$ cat src/rtl/sdf_delay_ctrl.sv
// Sequencer for one radix-2 single-delay-feedback FFT stage.
// Drives the delay-line FIFO strobes, the butterfly select and the twiddle
// ROM address, tracks the sample index within a frame and drains the delay
// line after the last frame.
module sdf_delay_ctrl #(
    parameter int DELAY      = 16,
    parameter int INDEX      = 4,
    parameter int FRAME_LEN  = 64,
    parameter int FRAME_BITS = 6,
    parameter int TW_STRIDE  = 2,
    parameter int TW_BITS    = 5
) (
    input  logic               clk,
    input  logic               rst,
    input  logic               in_valid,
    input  logic               in_sof,
    input  logic               err_clr,
    output logic               fifo_w_en,
    output logic               fifo_r_en,
    output logic               bf_sel,
    output logic [TW_BITS-1:0] tw_addr,
    output logic               out_valid,
    output logic               busy,
    output logic [INDEX:0]     occupancy,
    output logic [1:0]         err
);

    typedef enum logic [2:0] {
        IDLE  = 3'd0,
        FILL  = 3'd1,
        RUN   = 3'd2,
        TAIL  = 3'd3,
        FLUSH = 3'd4
    } state_t;

    state_t                r_state, w_nstate;
    logic [FRAME_BITS-1:0] r_s, w_ns;
    logic [INDEX-1:0]      r_f, w_nf;
    logic [INDEX:0]        r_occ;
    logic [1:0]            r_err, w_err_set;
    logic                  w_we, w_re, w_bf;
    logic [TW_BITS-1:0]    w_tw;

    // State, sample index, flush index and sticky error registers
    always_ff @(posedge clk or posedge rst) begin
        if (rst) begin
            r_state <= IDLE;
            r_s     <= '0;
            r_f     <= '0;
            r_err   <= '0;
        end else begin
            r_state <= w_nstate;
            r_s     <= w_ns;
            r_f     <= w_nf;
            r_err   <= (err_clr ? 2'b00 : r_err) | w_err_set;
        end
    end

    // FIFO fill count, saturating at both ends
    always_ff @(posedge clk or posedge rst) begin
        if (rst) begin
            r_occ <= '0;
        end else if (w_we && !w_re && r_occ != (INDEX+1)'(DELAY)) begin
            r_occ <= r_occ + 1'b1;
        end else if (w_re && !w_we && r_occ != '0) begin
            r_occ <= r_occ - 1'b1;
        end
    end

    // Next-state, index advance, strobes and error set conditions
    always_comb begin
        w_nstate  = r_state;
        w_ns      = r_s;
        w_nf      = r_f;
        w_we      = 1'b0;
        w_re      = 1'b0;
        w_bf      = 1'b0;
        w_tw      = '0;
        w_err_set = '0;
        case (r_state)
            IDLE: begin
                if (in_valid) begin
                    if (in_sof) begin
                        w_we     = 1'b1;
                        w_ns     = FRAME_BITS'(1);
                        w_nstate = FILL;
                    end else begin
                        w_err_set[0] = 1'b1;
                    end
                end
            end
            FILL: begin
                if (in_valid) begin
                    w_we = 1'b1;
                    if (in_sof) w_err_set[0] = 1'b1;
                    w_ns = r_s + 1'b1;
                    if (r_s == FRAME_BITS'(DELAY-1)) w_nstate = RUN;
                end
            end
            RUN: begin
                if (in_valid) begin
                    w_we = 1'b1;
                    w_re = 1'b1;
                    w_bf = r_s[INDEX];
                    w_tw = TW_BITS'(32'(r_s[INDEX-1:0]) * TW_STRIDE);
                    if (in_sof) w_err_set[0] = 1'b1;
                    if (r_s == FRAME_BITS'(FRAME_LEN-1)) begin
                        w_ns     = '0;
                        w_nstate = TAIL;
                    end else begin
                        w_ns = r_s + 1'b1;
                    end
                end
            end
            TAIL: begin
                if (in_valid && in_sof) begin
                    w_we     = 1'b1;
                    w_re     = 1'b1;
                    w_ns     = FRAME_BITS'(1);
                    w_nstate = RUN;
                end else begin
                    if (in_valid) w_err_set[0] = 1'b1;
                    w_nstate = FLUSH;
                end
            end
            FLUSH: begin
                w_re = 1'b1;
                w_tw = TW_BITS'(32'(r_f) * TW_STRIDE);
                if (in_valid) w_err_set[1] = 1'b1;
                if (r_f == INDEX'(DELAY-1)) begin
                    w_nf     = '0;
                    w_nstate = IDLE;
                end else begin
                    w_nf = r_f + 1'b1;
                end
            end
            default: w_nstate = IDLE;
        endcase
    end

    // Strobes are forced low while reset is asserted, even if a sof arrives
    assign fifo_w_en = w_we & ~rst;
    assign fifo_r_en = w_re & ~rst;
    assign bf_sel    = w_bf & ~rst;
    assign tw_addr   = rst ? '0 : w_tw;
    assign out_valid = fifo_r_en;
    assign busy      = (r_state != IDLE);
    assign occupancy = r_occ;
    assign err       = r_err;

endmodule
$ cat config.mk
export PLATFORM = sky130hd
export DESIGN_NAME = sdf_delay_ctrl
export DESIGN_NICKNAME = d
export VERILOG_FILES = /design/src/rtl/sdf_delay_ctrl.sv
export SDC_FILE = /design/constraint.sdc
export NUM_CORES = 1
export LEC_CHECK = 0
export ABC_AREA = 0
export ABC_CLOCK_PERIOD_IN_PS = 3290
export BUFFER_PORTS_ARGS = -buffer_cell sky130_fd_sc_hd__buf_4
export CORE_ASPECT_RATIO = 1.2
export CORE_MARGIN = 5
export CORE_UTILIZATION = 40
export DETAILED_ROUTE_END_ITERATION = 10
export PLACE_DENSITY = 0.63
export SETUP_SLACK_MARGIN = 0.1
export SYNTH_ARGS = -nofsm -noshare
export SYNTH_HDL_FRONTEND = slang
export SYNTH_SLANG_ARGS = --single-unit
$ cat constraint.sdc
create_clock -name clk -period 3.29 [get_ports clk]
set_input_delay 0.658 -clock clk [delete_from_list [all_inputs] [get_ports clk]]
set_output_delay 0.658 -clock clk [all_outputs]
set_load 0.01 [all_outputs]
Word-level counts from Yosys, hierarchy flattened
Cells that the tools add are included.

operators by class
  add/subtract/negate cells = 4
  equal/unequal tests = 16
  muxes and demuxes = 36
  bitwise gates (word level) = 5
  reductions and logical operators = 15

operators with widths
  cell                                               number
  two-way mux 6 bit                                  6
  two-way mux 3 bit                                  8
  one-hot mux 6 bit (4 select lines)                 1
  two-way mux 5 bit                                  4
  inequality test 2 bit (second input constant)      8
  one-hot mux 3 bit (5 select lines)                 1
  two-way mux 1 bit                                  10
  one-hot mux 5 bit (2 select lines)                 1
  one-hot mux 1 bit (3 select lines)                 3
  AND reduction 7 bit                                1
  adder 6 x 1 -> 6 bit (second input constant)       1
  == test 3 x 2 -> 1 bit (second input constant)     2
  == test 6 x 4 -> 1 bit (second input constant)     1
  == test 6 bit (second input constant)              1
  AND reduction 6 bit                                1
  adder 5 x 1 -> 5 bit (second input constant)       1
  logical AND 1 bit                                  5
  inequality test 5 bit (second input constant)      1
  nonzero test 5 bit                                 1
  subtractor 5 x 1 -> 5 bit (second input constant)  1
  adder 4 x 1 -> 4 bit (second input constant)       1
  == test 4 bit (second input constant)              1
  two-way mux 4 bit                                  1
  nonzero test 4 bit                                 1
  other kinds (11)                                   14

storage, ports and cells
  output and inout port bits = 17
  input port bits = 5
  register bits after elaboration = 20

Longest topological paths before layout
  depth in word-level cells = 8
  depth in mapped cells = 9
  depth with buffers taken out = 8

Worst setup path before layout
No wires, ideal clock.

  kind = input-to-reg
  from = input port in_valid
  to = register r_occ[4] (netlist: occupancy[4])
  setup time = 0.138 ns
  slack = 0.773 ns
  stages = 8
  arrival = 2.379 ns
  buffers on the path = 1
  cell sequence = buf_2 > nand2b_4 > nor3_2 > nand2_1 > fa_1 > a21o_1 > a21oi_1 > mux4_2

on the way
  cells in the longest elaborated chain, start to end = 7
  elaborated cells on any way between the ends = 14

ends and longest elaborated chain
  what                                                            RTL line  RTL
  from (decl)                                                     15        input logic in_valid,
  logical AND 1 bit                                               116       if (in_valid && in_sof) begin
  two-way mux 1 bit                                               116
  one-hot mux 1 bit (3 select lines)                              80        case (r_state)
  zero test 1 bit (on tied branches)                              63, 65
  logical AND 1 bit (on tied branches) (2 in series)              63, 65
  two-way mux 5 bit / nonzero test 2 bit (equally long branches)  n/a
  to (signal assigned)                                            64        r_occ <= r_occ + 1'b1;
  to (signal assigned)                                            66        r_occ <= r_occ - 1'b1;
  to (decl)                                                       39        logic [INDEX:0] r_occ;

Parallel ways exist; a longest one is shown, timed or not.
A chain may end at the register's enable or synchronous reset.

Final worst setup path
  from = register r_state[1]
  to = output port tw_addr[3]

on the way
  cells in the longest elaborated chain, start to end = 3
  elaborated cells on any way between the ends = 4

ends and longest elaborated chain
  what                                                            RTL line  RTL
  from (decl)                                                     36        state_t r_state, w_nstate;
  from (signal assigned)                                          52        r_state <= w_nstate;
  == test 3 bit / == test 3 x 2 -> 1 bit (equally long branches)  80
  one-hot mux 5 bit (2 select lines) (*)                          80
  two-way mux 5 bit (*)                                           145       assign tw_addr = rst ? '0 : w_tw;
  to (decl)                                                       21        output logic [TW_BITS-1:0] tw_addr,

Mark *: on every way between the ends. The rest lies on a longest branch, timed or not.

==> reports/results.txt <==
DP Area: 1560 um^2
CTS Sinks: 20
core area: 3400 um^2
status: finished, final reports clean
R2R cell count: 7
total of max-cap violations: 0
Syn Inst Count: 162
Netlist cell types: 46
Synth Flop Type: dfrtp_1
CTS H-tree depth: 1
final setup margin: 0.403 ns
Avg Synthesized Cell Area: 8.80 um^2
clk slew on worst S/H paths: 0.08 ns
critical path class: reg2out
worst r2r src: r_state[0]
hold_buf cts: 0
total grt overflow: 0
Synth area leaders: dfrtp_1 35%, nand2_1 5.0%, ha_1 4.4%, o21ai_0 4.2%, a21oi_1 3.9%
commonest non-fill, non-tap cell in the layout: buf_4
first-pass GRT wire length: 6.01 mm
min cycle time layout: 2.89 ns
asr flop ratio synth: 100%
RePlAce Congestion: 0.827
share of cells above drive strength 1: 19.2%
post-route cell area: 1620 um^2
post-synthesis mux area share: 1.58%
R2R Setup Slk: 0.69 ns
Die H: 75.4 um
initial antenna violation count: 0
all-layer global routing usage: 15.8%
Adder-Cell Fraction of Synth Area: 5.79%
WL per Instance: 16.4 um
startpoint type of the worst setup path: flip-flop
final hold slack: 0.478 ns
Ports: 22
largest net degree at the start of global routing: 21
measured slew at the worst slew-check pin: 0.716 ns
Worst EP arrival: 2.23 ns
Worst Setup EP: tw_addr[3]
final hold violation count: 0
Required @ worst endpoint: 2.63 ns
largest family of logic cells by synthesized area: compound AO/OA/AOI/OAI gates
Post-synth EDFFs: 0
Seq/Total Area, Yosys: 35.1%
Synth Area in XOR/XNOR: 4.83%
total number of vias: 1300
Final Cycle Share: 87.7%
post-CTS resize count: 0
Final Util: 47.6%
Die ar.: 4860 um^2
RR Endpoint: occupancy[4]
input/output buffers: 20
pwr/cell area: 832 nW/um^2
Worst-Skew Late Latency: 0.27 ns
commonest non-fill, non-tap cells in the layout: 21 x buf_4, 20 x dfrtp_1, 19 x nand2_1
vias in the first global route: 1224
Max-Slew Margin vs Limit: 51.7%
# setup viols final: 0
DRC violations left: 0
Total Power: 1.35 mW
Yosys reg bits: 20
die width: 64.5 um
Routed Antenna Nets: 0
vias per cell: 6.07
nets: 189
area delta synth->final: 13.4%
Post-Syn Nets: 173
Synth area leader: dfrtp_1
Worst Path Max Fanout: 16
Hold Path Class: in2async
setup TNS: 0 ns
CTS buffer count: 3
Critical Path Sink Type: output port
Layout Cells excl Fill: 214
clock root cell: clkbuf_8
RSZ-0062 raised after global routing: false
FP Rows: 23
Filler cells: 345
CTS tree: done
placed insts: 210
Post-Synth Simple-Gate Area: 20.8%
pre-CTS setup slack: 0.562 ns
static leakage: 0.722 nW
Compound-Gate Fraction of Synth Area: 24.8%
DRT iter0 DRCs: 74
Pre-antenna DRT Iters: 4
Syn Std Cell Area: 1430 um^2
CP Launch Point: r_state[1]
worst vdd ir: 362 uV
CTS Buffer Depth: 2
Synth top area share: 35.1%
initial core utilization: 42.0%
Post-CTS Setup Bufs: 0
# diodes: 0
Post-DP HPWL: 2.65 mm
fmax: 346 MHz
routed wire length: 3.52 mm
Final Skew: 0.00446 ns
Yosys Warn Count: 0
count of pins over their slew limit: 0
## Yosys cell counts (3+ instances only)
library cell	instances
a21o_1	3
a21oi_1	11
a22o_1	3
a22oi_1	4
and3_1	5
buf_2	3
buf_4	3
dfrtp_1	20
ha_1	5
inv_1	8
nand2_1	19
nand3_1	4
nor2_1	11
nor2b_1	3
nor3_1	6
o21ai_0	12
o22ai_1	3
xnor2_1	4
## registers in the layout (all words and copies together) (netlist names)
register   count
err            2
occupancy      5
r_f            4
r_s            6
r_state        3
## power breakdown
group	leakage [nW]	total, mW	switching [mW]	internal, mW
Sequential	0.252	0.488	0.158	0.330
Clock	0.0288	0.197	0.0904	0.107
Combinational	0.441	0.660	0.333	0.327
## per-layer routing
| metal | routed length, um | track usage, % |
|---|---|---|
| met1 | 1660 | 21.0 |
| met3 | 198 | 3.24 |
| met2 | 1600 | 25.8 |
| met5 | 0 | 0 |
| met4 | 65 | 5.40 |
## how the worst min path moves through the flow
stage,startpoint,cells after the start,slack [ns],to
finish,rst,3,0.48,occupancy[3]
global route,rst,3,0.52,occupancy[3]
CTS,rst,3,0.49,occupancy[3]
detailed placement,r_f[3],1,0.51,r_f[3]
global placement,r_f[3],1,0.50,r_f[3]
floorplan,r_f[3],1,0.47,r_f[3]
## critical path: stages (launching register included)
cell	delay (ns)
dfrtp_1	0.74
inv_1	0.28
nor3_1	0.53
nand2_1	0.11
a21oi_1	0.16
buf_4	0.14
## logic make-up (layout without fill, tap and decap cells)
group,Yosys count,after routing
other,1,1
buffers and inverters,18,33
AO/OA/AOI/OAI,52,52
XOR/XNOR,7,7
multiplexers,1,1
AND/OR/NAND/NOR,57,57
flip-flops,20,20
adder cells (fa/ha/maj),6,6
## layout make-up
type                       count  area [um^2]  area share (%)
inverter                       8         30.0            1.86
clock buffer                   4         55.1            3.41
sequential                    20          500            31.0
timing repair buffer          21          158            9.75
multi-input combinational    124          827            51.2
tap                           37         46.3            2.86
Note: power is estimated with default switching activity, not from simulation.
